===== src/rtl/normaliza_redondeo_pf.sv =====
// Post-adder stage of the FP adder datapath: normalizes the raw extended
// mantissa one bit per cycle, rounds to nearest-even and packs the
// IEEE-754 result. One operation in flight at a time.
module normaliza_redondeo_pf #(
  parameter int EXP_W  = 8,
  parameter int FRAC_W = 23
) (
  input  logic                    clk,
  input  logic                    rst_n,
  input  logic                    in_valid,
  output logic                    in_ready,
  input  logic                    in_sign,
  input  logic [EXP_W-1:0]        in_exp,
  input  logic [FRAC_W+3:0]       in_mant,
  output logic                    out_valid,
  input  logic                    out_ready,
  output logic [EXP_W+FRAC_W:0]   out_result
);

  localparam int M_W   = FRAC_W + 4;
  localparam int RES_W = 1 + EXP_W + FRAC_W;

  // Exponent carries one extra bit so that overflow past the all-ones code
  // (infinity) is visible as a plain magnitude compare.
  localparam logic [EXP_W:0] E_ONE = {{EXP_W{1'b0}}, 1'b1};
  localparam logic [EXP_W:0] E_MAX = {1'b0, {EXP_W{1'b1}}};

  typedef enum logic [1:0] {
    S_IDLE,
    S_NORM,
    S_ROUND,
    S_DONE
  } state_t;

  state_t             state_q;
  logic               sign_q;
  logic [EXP_W:0]     exp_q;
  logic [M_W-1:0]     mant_q;
  logic               out_valid_q;
  logic [RES_W-1:0]   result_q;

  // Round-to-nearest-even on the guard/sticky bits, then pack. A rounding
  // carry out of the mantissa bumps the exponent and leaves the fraction at
  // zero; a denormal that rounds up into the hidden bit becomes normal.
  function automatic logic [RES_W-1:0] round_pack(
    input logic           s,
    input logic [EXP_W:0] e,
    input logic [M_W-1:0] m
  );
    logic               inc;
    logic [FRAC_W+1:0]  sum;
    logic [EXP_W:0]     e_r;
    logic [FRAC_W-1:0]  frac;
    logic               hidden;
    logic [RES_W-1:0]   r;
    inc    = m[1] & (m[0] | m[2]);
    sum    = m[M_W-1:2] + {{(FRAC_W+1){1'b0}}, inc};
    e_r    = e;
    frac   = sum[FRAC_W-1:0];
    hidden = sum[FRAC_W];
    if (sum[FRAC_W+1]) begin
      e_r    = e + E_ONE;
      frac   = '0;
      hidden = 1'b1;
    end
    if (m == '0) begin
      r = {s, {(RES_W-1){1'b0}}};
    end else if (e_r >= E_MAX) begin
      r = {s, {EXP_W{1'b1}}, {FRAC_W{1'b0}}};
    end else if (!hidden) begin
      r = {s, {EXP_W{1'b0}}, frac};
    end else begin
      r = {s, e_r[EXP_W-1:0], frac};
    end
    return r;
  endfunction

  assign in_ready   = (state_q == S_IDLE);
  assign out_valid  = out_valid_q;
  assign out_result = result_q;

  // Control FSM plus operand datapath; reset clears control and the result only.
  always_ff @(posedge clk) begin
    if (!rst_n) begin
      state_q     <= S_IDLE;
      out_valid_q <= 1'b0;
      result_q    <= '0;
    end else begin
      case (state_q)
        S_IDLE: begin
          if (in_valid) begin
            sign_q  <= in_sign;
            exp_q   <= {1'b0, in_exp};
            mant_q  <= in_mant;
            state_q <= S_NORM;
          end
        end
        S_NORM: begin
          if (mant_q[M_W-1]) begin
            // Carry out of the add: shift right, fold the lost bit into sticky.
            mant_q <= {1'b0, mant_q[M_W-1:2], mant_q[1] | mant_q[0]};
            exp_q  <= exp_q + E_ONE;
          end else if (mant_q == '0) begin
            state_q <= S_ROUND;
          end else if (!mant_q[M_W-2] && (exp_q > E_ONE)) begin
            mant_q <= {mant_q[M_W-2:0], 1'b0};
            exp_q  <= exp_q - E_ONE;
          end else begin
            state_q <= S_ROUND;
          end
        end
        S_ROUND: begin
          result_q    <= round_pack(sign_q, exp_q, mant_q);
          out_valid_q <= 1'b1;
          state_q     <= S_DONE;
        end
        S_DONE: begin
          if (out_ready) begin
            out_valid_q <= 1'b0;
            state_q     <= S_IDLE;
          end
        end
        default: begin
          state_q <= S_IDLE;
        end
      endcase
    end
  end

endmodule

===== config.mk =====
export PLATFORM = sky130hd
export DESIGN_NAME = normaliza_redondeo_pf
export DESIGN_NICKNAME = d
export VERILOG_FILES = /design/src/rtl/normaliza_redondeo_pf.sv
export SDC_FILE = /design/constraint.sdc
export NUM_CORES = 1
export LEC_CHECK = 0
export ABC_CLOCK_PERIOD_IN_PS = 5950
export BUFFER_PORTS_ARGS = -buffer_cell sky130_fd_sc_hd__buf_2
export CELL_PAD_IN_SITES_DETAIL_PLACEMENT = 0
export CELL_PAD_IN_SITES_GLOBAL_PLACEMENT = 1
export CORE_MARGIN = 2
export CORE_UTILIZATION = 43
export DETAILED_ROUTE_END_ITERATION = 12
export GPL_TIMING_DRIVEN = 0
export PLACE_DENSITY = 0.82
export RECOVER_POWER = 25
export SLEW_MARGIN = 20
export SYNTH_ARGS = -nofsm -noshare
export SYNTH_HDL_FRONTEND = slang
export SYNTH_SLANG_ARGS = --single-unit

===== constraint.sdc =====
create_clock -name clk -period 5.95 [get_ports clk]
set_input_delay 0.8925 -clock clk [delete_from_list [all_inputs] [get_ports clk]]
set_output_delay 0.8925 -clock clk [all_outputs]
set_load 0.02 [all_outputs]

==> qor.csv, run 1 <==
metric,value,unit
detailed placement HPWL,8523,um
# nets final,617,
Die Span X,105.3,um
WP data arrival,3440,ps
final core utilization,52.00,%
endpoint of the lowest-slack register-to-register path,mant_q[19],
average wire length per cell after detail routing,16.35,um
number of warnings reported in the yosys synthesis log,0,
unrepaired setup endpoints after global routing,false,
CTS buffer count,9,
biggest area consumer among synthesized cells,sky130_fd_sc_hd__edfxtp_1,
RR Startpoint,exp_q[1],
clock latency of the later-clocked register in the worst-skew pair,350,ps
DRT Wirelength,11560,um
Die ar.,11090,sq um
reg2reg setup slack,2550,ps
area of the core,9864,sq um
ratio of routed vias to standard cells,5.522,
number of maximum-capacitance violations,0,
leak pwr,0.001869,uW
number of antenna violations at the first check in global routing,0,
Area Growth Syn to Fin,16.28,%
htree depth,3,
hold slack final,510.0,ps
capturing instance or port of the critical path,mant_q[19],
number of different library cells in the post-synthesis netlist,53,
met2 wire length,5694,um
normalized max-slew margin,48.89,%
number of gates given a new drive strength after cts,0,
"Hold-fix buffers, CTS",0,
vias in the first global route,3899,
routed length on met1,5260,um
ports placed on the boundary,74,
initial standard-cell utilization of the core,44.72,%
share of Yosys cell area claimed by the top area cell type,25.18,%
transition at the pin with the smallest max-transition slack,759.6,ps
share of the clock period used by the worst path after layout,57.11,%
Worst Reg-to-Reg Cells,9,
setup fix buffers added after clock tree synthesis,0,
count of clock tree sinks,72,
Worst setup EP type,flip-flop,
crit path from,exp_q[1],
endpoint required time on the critical path,6000,ps
commonest register cell after synthesis,sky130_fd_sc_hd__edfxtp_1,
Finish-stage setup viols,0,
crit-path max FO,15,
Synth top cells by count,"46 x sky130_fd_sc_hd__and2_1, 42 x sky130_fd_sc_hd__nor2_1, 37 x sky130_fd_sc_hd__edfxtp_1",
DRC violation count after routing,0,
sequential standard cell area,1812,sq um
dominant cells by area after synthesis,"sky130_fd_sc_hd__edfxtp_1 25%, sky130_fd_sc_hd__dfxtp_1 16%, sky130_fd_sc_hd__and2_1 6.5%",
cell with the most instances after synthesis,sky130_fd_sc_hd__and2_1,
Min-Delay Path Depth,2,
DR pass1 iterations,4,
number of cell rows,36,
area of combinational cells with multiple inputs,2375,sq um
part of the Yosys area used for sequential elements,41.07,%
fill cell count,974,
RePlAce Congestion,0.8270,
Synth Register Bits,72,
share of flip-flops with an asynchronous set or reset,0,%
largest net degree at the start of global routing,16,
"Worst Path Class, Setup",flip-flop to flip-flop,
vias after detailed routing,3904,
Chip Height,105.3,um
maximum clock insertion buffer count,2,
CTS tree,yes,
met3 wire length,448,um
worst vdd rail ir drop,170.1,uV
antenna-violating nets left,0,
syn avg cell area,9.134,sq um
achievable frequency,294.3,MHz
library cell used as clock root buffer,sky130_fd_sc_hd__clkbuf_8,
number of buffers added on ports,73,
"EDFF count, synth",37,
n_diodes,0,
Pins Over Slew Limit,0,
power per standard cell area,406.9,nW/um^2
"CTS clk-pin slew, worst paths",80,ps
Setup Skew,9.509,ps
fraction of layout cells with a size suffix above 1,16.38,%
run status,completed,
global-route wire length before repair,18830,um
startpoint kind of the worst setup timing path,flip-flop,
number of cells produced by synthesis,483,
worst min-delay path category,flip-flop to flip-flop,
final critical delay including setup and external delays,3398,ps
total count of hold-check failures in the final report,0,
Post-Syn Area,4412,sq um
top layer reached by signal wires,met4,
residual overflow from global routing,0,
drt initial violations,156,
total global-route track usage,21.30,%
Mapped Nets,531,
## power by group
group          leakage [uW]  switching, uW  internal, uW  total, uW
combinational       0.00114            564           335        899
clock             0.0000977            198           177        375
sequential         0.000629            118           695        813
## cells in the final DEF, fill, tap and decap left out, types with 3 or more instances in the layout
cell,netlist,routed
sky130_fd_sc_hd__nand4_1,7,7
sky130_fd_sc_hd__ha_1,8,8
sky130_fd_sc_hd__o22ai_1,3,3
sky130_fd_sc_hd__nand3b_1,5,5
sky130_fd_sc_hd__clkbuf_8,0,9
sky130_fd_sc_hd__xnor2_1,14,14
sky130_fd_sc_hd__xor2_1,18,18
sky130_fd_sc_hd__nand3_1,17,17
sky130_fd_sc_hd__o21ai_0,18,18
sky130_fd_sc_hd__edfxtp_1,37,37
sky130_fd_sc_hd__and3_1,6,6
sky130_fd_sc_hd__nor3_1,4,4
sky130_fd_sc_hd__and4_1,3,3
sky130_fd_sc_hd__and2_1,46,46
sky130_fd_sc_hd__buf_2,7,49
sky130_fd_sc_hd__nor2_1,42,42
sky130_fd_sc_hd__mux2i_1,4,4
sky130_fd_sc_hd__mux2_2,9,9
sky130_fd_sc_hd__buf_6,4,6
sky130_fd_sc_hd__o2bb2ai_1,24,24
sky130_fd_sc_hd__inv_1,13,13
sky130_fd_sc_hd__clkbuf_1,22,53
sky130_fd_sc_hd__dfxtp_1,35,35
sky130_fd_sc_hd__a31oi_1,31,31
sky130_fd_sc_hd__a21oi_1,32,32
sky130_fd_sc_hd__nor4_1,9,9
sky130_fd_sc_hd__nor2b_1,6,6
sky130_fd_sc_hd__nand2_1,27,27
## kinds of logic after synthesis
group                      Yosys count  share of synthesized area (%)
DFF                                 72                          41.07
AOI/OAI and AO/OA                  124                          18.52
buffers and inverters               51                          5.388
and+or+nand+nor                    183                          23.20
adders and majority gates            8                          2.269
muxes                               13                          3.205
xor gates and xnor gates            32                          6.353
## worst min-delay path by stage
| stage | from | end | slack (ps) |
|---|---|---|---|
| 2_1_floorplan | state_q[0] | state_q[0] | 470 |
| 3_3_place_gp | state_q[0] | state_q[0] | 490 |
| 3_5_place_dp | out_result[31] | out_result[31] | 500 |
| 4_1_cts | state_q[0] | state_q[0] | 510 |
| 6_report | state_q[0] | state_q[0] | 510 |
| 5_1_grt | sign_q | out_result[31] | 540 |
## through the flow
step                      setup WS, ps  total power, uW  cell area, sq um  cells  TNS (ps)
after global routing              2347             2228              5130    707         0
after CTS                         2581             2103              5169    707         0
after floorplan                   1055             1452              4412    483         0
final                             2552             2087              5130    707         0
after detailed placement          2599             1724              4979    691         0
after global placement          -678.1             1692              4943    689    -23680
## final cells by class
class                      instances  area share [%]
clock inverter                     6          0.8049
multi-input combinational        360           46.29
buffer                            37           3.610
timing repair buffer              75           6.805
inverter                          14           1.024
clock buffer                      10           2.902
tap                              133           3.244
sequential                        72           35.32
## worst max-delay path, cell delays in order, from the launching register on
cell                       delay, ps
sky130_fd_sc_hd__edfxtp_1        500
sky130_fd_sc_hd__inv_1           100
sky130_fd_sc_hd__ha_1            180
sky130_fd_sc_hd__o21bai_1        150
sky130_fd_sc_hd__a41oi_1         470
sky130_fd_sc_hd__o21a_1          320
sky130_fd_sc_hd__clkbuf_1        440
sky130_fd_sc_hd__nor2_1          140
sky130_fd_sc_hd__a211oi_4        510
sky130_fd_sc_hd__buf_6           270
## sequential cells by signal, summed over array words and instances (netlist names)
signal,flops
out_result,32
mant_q,27
sign_q,1
state_q,2
out_valid,1
exp_q,9
## per-layer routing
| layer | up-vias | global-route usage [%] |
|---|---|---|
| li1 | 1928 | - |
| met1 | 1867 | 27.63 |
| met2 | 96 | 36.31 |
| met3 | 13 | 2.968 |
| met4 | 0 | 7.333 |
| met5 | - | 0 |
No activity file was read; power rests on OpenSTA's default activity.
==> run 2: changes to the inputs <==
--- a/config.mk
+++ b/config.mk
@@ -5,7 +5,7 @@
 export SDC_FILE = /design/constraint.sdc
 export NUM_CORES = 1
 export LEC_CHECK = 0
-export ABC_CLOCK_PERIOD_IN_PS = 5950
+export ABC_CLOCK_PERIOD_IN_PS = 3200
 export BUFFER_PORTS_ARGS = -buffer_cell sky130_fd_sc_hd__buf_2
 export CELL_PAD_IN_SITES_DETAIL_PLACEMENT = 0
 export CELL_PAD_IN_SITES_GLOBAL_PLACEMENT = 1
==> constraint.sdc (replaced) <==
create_clock -name clk -period 3.2 [get_ports clk]
set_input_delay 0.48 -clock clk [delete_from_list [all_inputs] [get_ports clk]]
set_output_delay 0.48 -clock clk [all_outputs]
set_load 0.02 [all_outputs]
==> qor.csv, run 2 (synthesis results as in run 1) <==
metric,value,unit,change
run status,completed,,
worst min-delay path category,input pin to flip-flop,,
power per standard cell area,767.5,nW/um^2,+89%
"Worst Path Class, Setup",flip-flop to flip-flop,,
CTS tree,yes,,
total global-route track usage,21.47,%,+0.17 points
count of clock tree sinks,72,,unchanged
leak pwr,0.001889,uW,+1.1%
maximum clock insertion buffer count,2,,unchanged
CTS buffer count,9,,unchanged
RePlAce Congestion,0.8599,,+4.0%
WP data arrival,3070,ps,-370 ps
share of the clock period used by the worst path after layout,94.02,%,+37 points
Finish-stage setup viols,0,,unchanged
Die Span X,105.3,um,unchanged
number of antenna violations at the first check in global routing,0,,unchanged
clock latency of the later-clocked register in the worst-skew pair,350,ps,about the same
vias in the first global route,3820,,-2.0%
Min-Delay Path Depth,1,,-1
largest net degree at the start of global routing,14,,-2
drt initial violations,217,,+39%
Pins Over Slew Limit,0,,unchanged
highest-count cells in the layout ignoring fill and taps,"53 x sky130_fd_sc_hd__clkbuf_1, 48 x sky130_fd_sc_hd__buf_2, 46 x sky130_fd_sc_hd__and2_1",,
hold slack final,306.6,ps,-203.4 ps
DR pass1 iterations,4,,unchanged
normalized max-slew margin,48.04,%,-0.85 points
area of the core,9864,sq um,unchanged
"CTS clk-pin slew, worst paths",80,ps,about the same
residual overflow from global routing,0,,unchanged
Worst setup EP type,flip-flop,,
number of flip-flops under the largest register name,32,,unchanged
average wire length per cell after detail routing,16.42,um,+0.46%
achievable frequency,332.4,MHz,+13%
number of maximum-capacitance violations,0,,unchanged
final critical delay including setup and external delays,3009,ps,-389.3 ps
crit-path max FO,11,,-4
most common library cell in the layout ignoring fill and taps,sky130_fd_sc_hd__clkbuf_1,,
n_diodes,0,,unchanged
total chip power,3974,uW,+90%
transition at the pin with the smallest max-transition slack,772.2,ps,+12.63 ps
Crit-path slowest cell,sky130_fd_sc_hd__edfxtp_1,,
Setup Skew,11.16,ps,+1.649 ps
# nets final,620,,+0.49%
Area Growth Syn to Fin,17.36,%,
ports placed on the boundary,74,,unchanged
worst vdd rail ir drop,282.4,uV,+66%
Chip Height,105.3,um,unchanged
Die ar.,11090,sq um,unchanged
DRC violation count after routing,0,,unchanged
antenna-violating nets left,0,,unchanged
number of gates given a new drive strength after cts,0,,unchanged
Slowest Stage Delay on Critical Path,520,ps,about the same
number of buffers added on ports,73,,unchanged
crit path cell chain,ha_1 -> o21bai_1 -> a41oi_1 -> o21a_1 -> clkbuf_2 -> nor2_1 -> a211oi_4 -> buf_4 -> buf_8,,
htree depth,3,,unchanged
fraction of layout cells with a size suffix above 1,16.64,%,+0.26 points
global-route wire length before repair,19170,um,+1.8%
number of cell rows,36,,unchanged
DRT Wirelength,11660,um,+0.89%
ratio of routed vias to standard cells,5.508,,-0.24%
total count of hold-check failures in the final report,0,,unchanged
unrepaired setup endpoints after global routing,false,,
library cell used as clock root buffer,sky130_fd_sc_hd__clkbuf_8,,
detailed placement HPWL,8482,um,-0.48%
endpoint required time on the critical path,3260,ps,-2740 ps
initial standard-cell utilization of the core,44.72,%,unchanged
Worst Reg-to-Reg Cells,9,,unchanged
startpoint kind of the worst setup timing path,flip-flop,,
vias after detailed routing,3911,,+0.18%
run 2: cell count changes in the layout (fill, tap and decap cells not counted), sizes merged:
cell    previous run  this run
bufinv             0         1
clkbuf            63        64
clkinv             5         4
buf               59        61
run 2: power breakdown:
| part | internal, uW | switching, uW |
|---|---|---|
| sequential | 1290 | 215 |
| combinational | 665 | 1060 |
| clock | 377 | 362 |
run 2: area by class of cell:
type / count / area (sq um)
Timing Repair Buffer: 78 / 390.4
Inverter: 14 / 52.55
Tap cell: 133 / 166.4
Sequential cell: 72 / 1812
Buffer: 37 / 186.4
Fill cell: 965 / 4687
Clock buffer: 10 / 137.6
Multi-Input combinational cell: 360 / 2375
Clock inverter: 6 / 57.56
run 2: through the flow:
step	utilization [%]	TNS, ps	std cells	setup slack [ps]	area, sq um
floorplan	-	0	483	90.80	4425
global placement	50.25	-27900	689	-798.4	4957
detailed placement	50.56	-3184	691	-141.7	4987
CTS	52.89	0	710	233.2	5218
global route	52.49	0	710	2.348	5177
finish	52.49	0	710	191.3	5177
run 2: worst paths after layout:
path	startpoint	end	slack [ps]
max	exp_q[0]	mant_q[11]	190
min	in_sign	sign_q	310
max reg2reg	exp_q[0]	mant_q[11]	190
min reg2reg	sign_q	out_result[31]	510
run 2: per-layer routing:
layer | track usage (%) | up-vias | wire length (um)
met5 | 0 | - | 0
met4 | 5.238 | 0 | 112
met3 | 4.453 | 10 | 648
met2 | 34.88 | 93 | 5583
met1 | 29.23 | 1870 | 5317
li1 | - | 1938 | -
run 2: critical path: cells and delay by family, from the launching register on:
kind / cells / cell delay [ps]
AOI/OAI and AO/OA: 4 / 1240
adders and majority gates: 1 / 250
buffers and inverters: 3 / 600
DFF: 1 / 520
and+or+nand+nor: 1 / 100
run 2: what timing repair did:
item / CTS / global route
setup buffers: 3 / 0
hold buffers: 0 / 0
endpoints found under the setup margin: 24 / 0
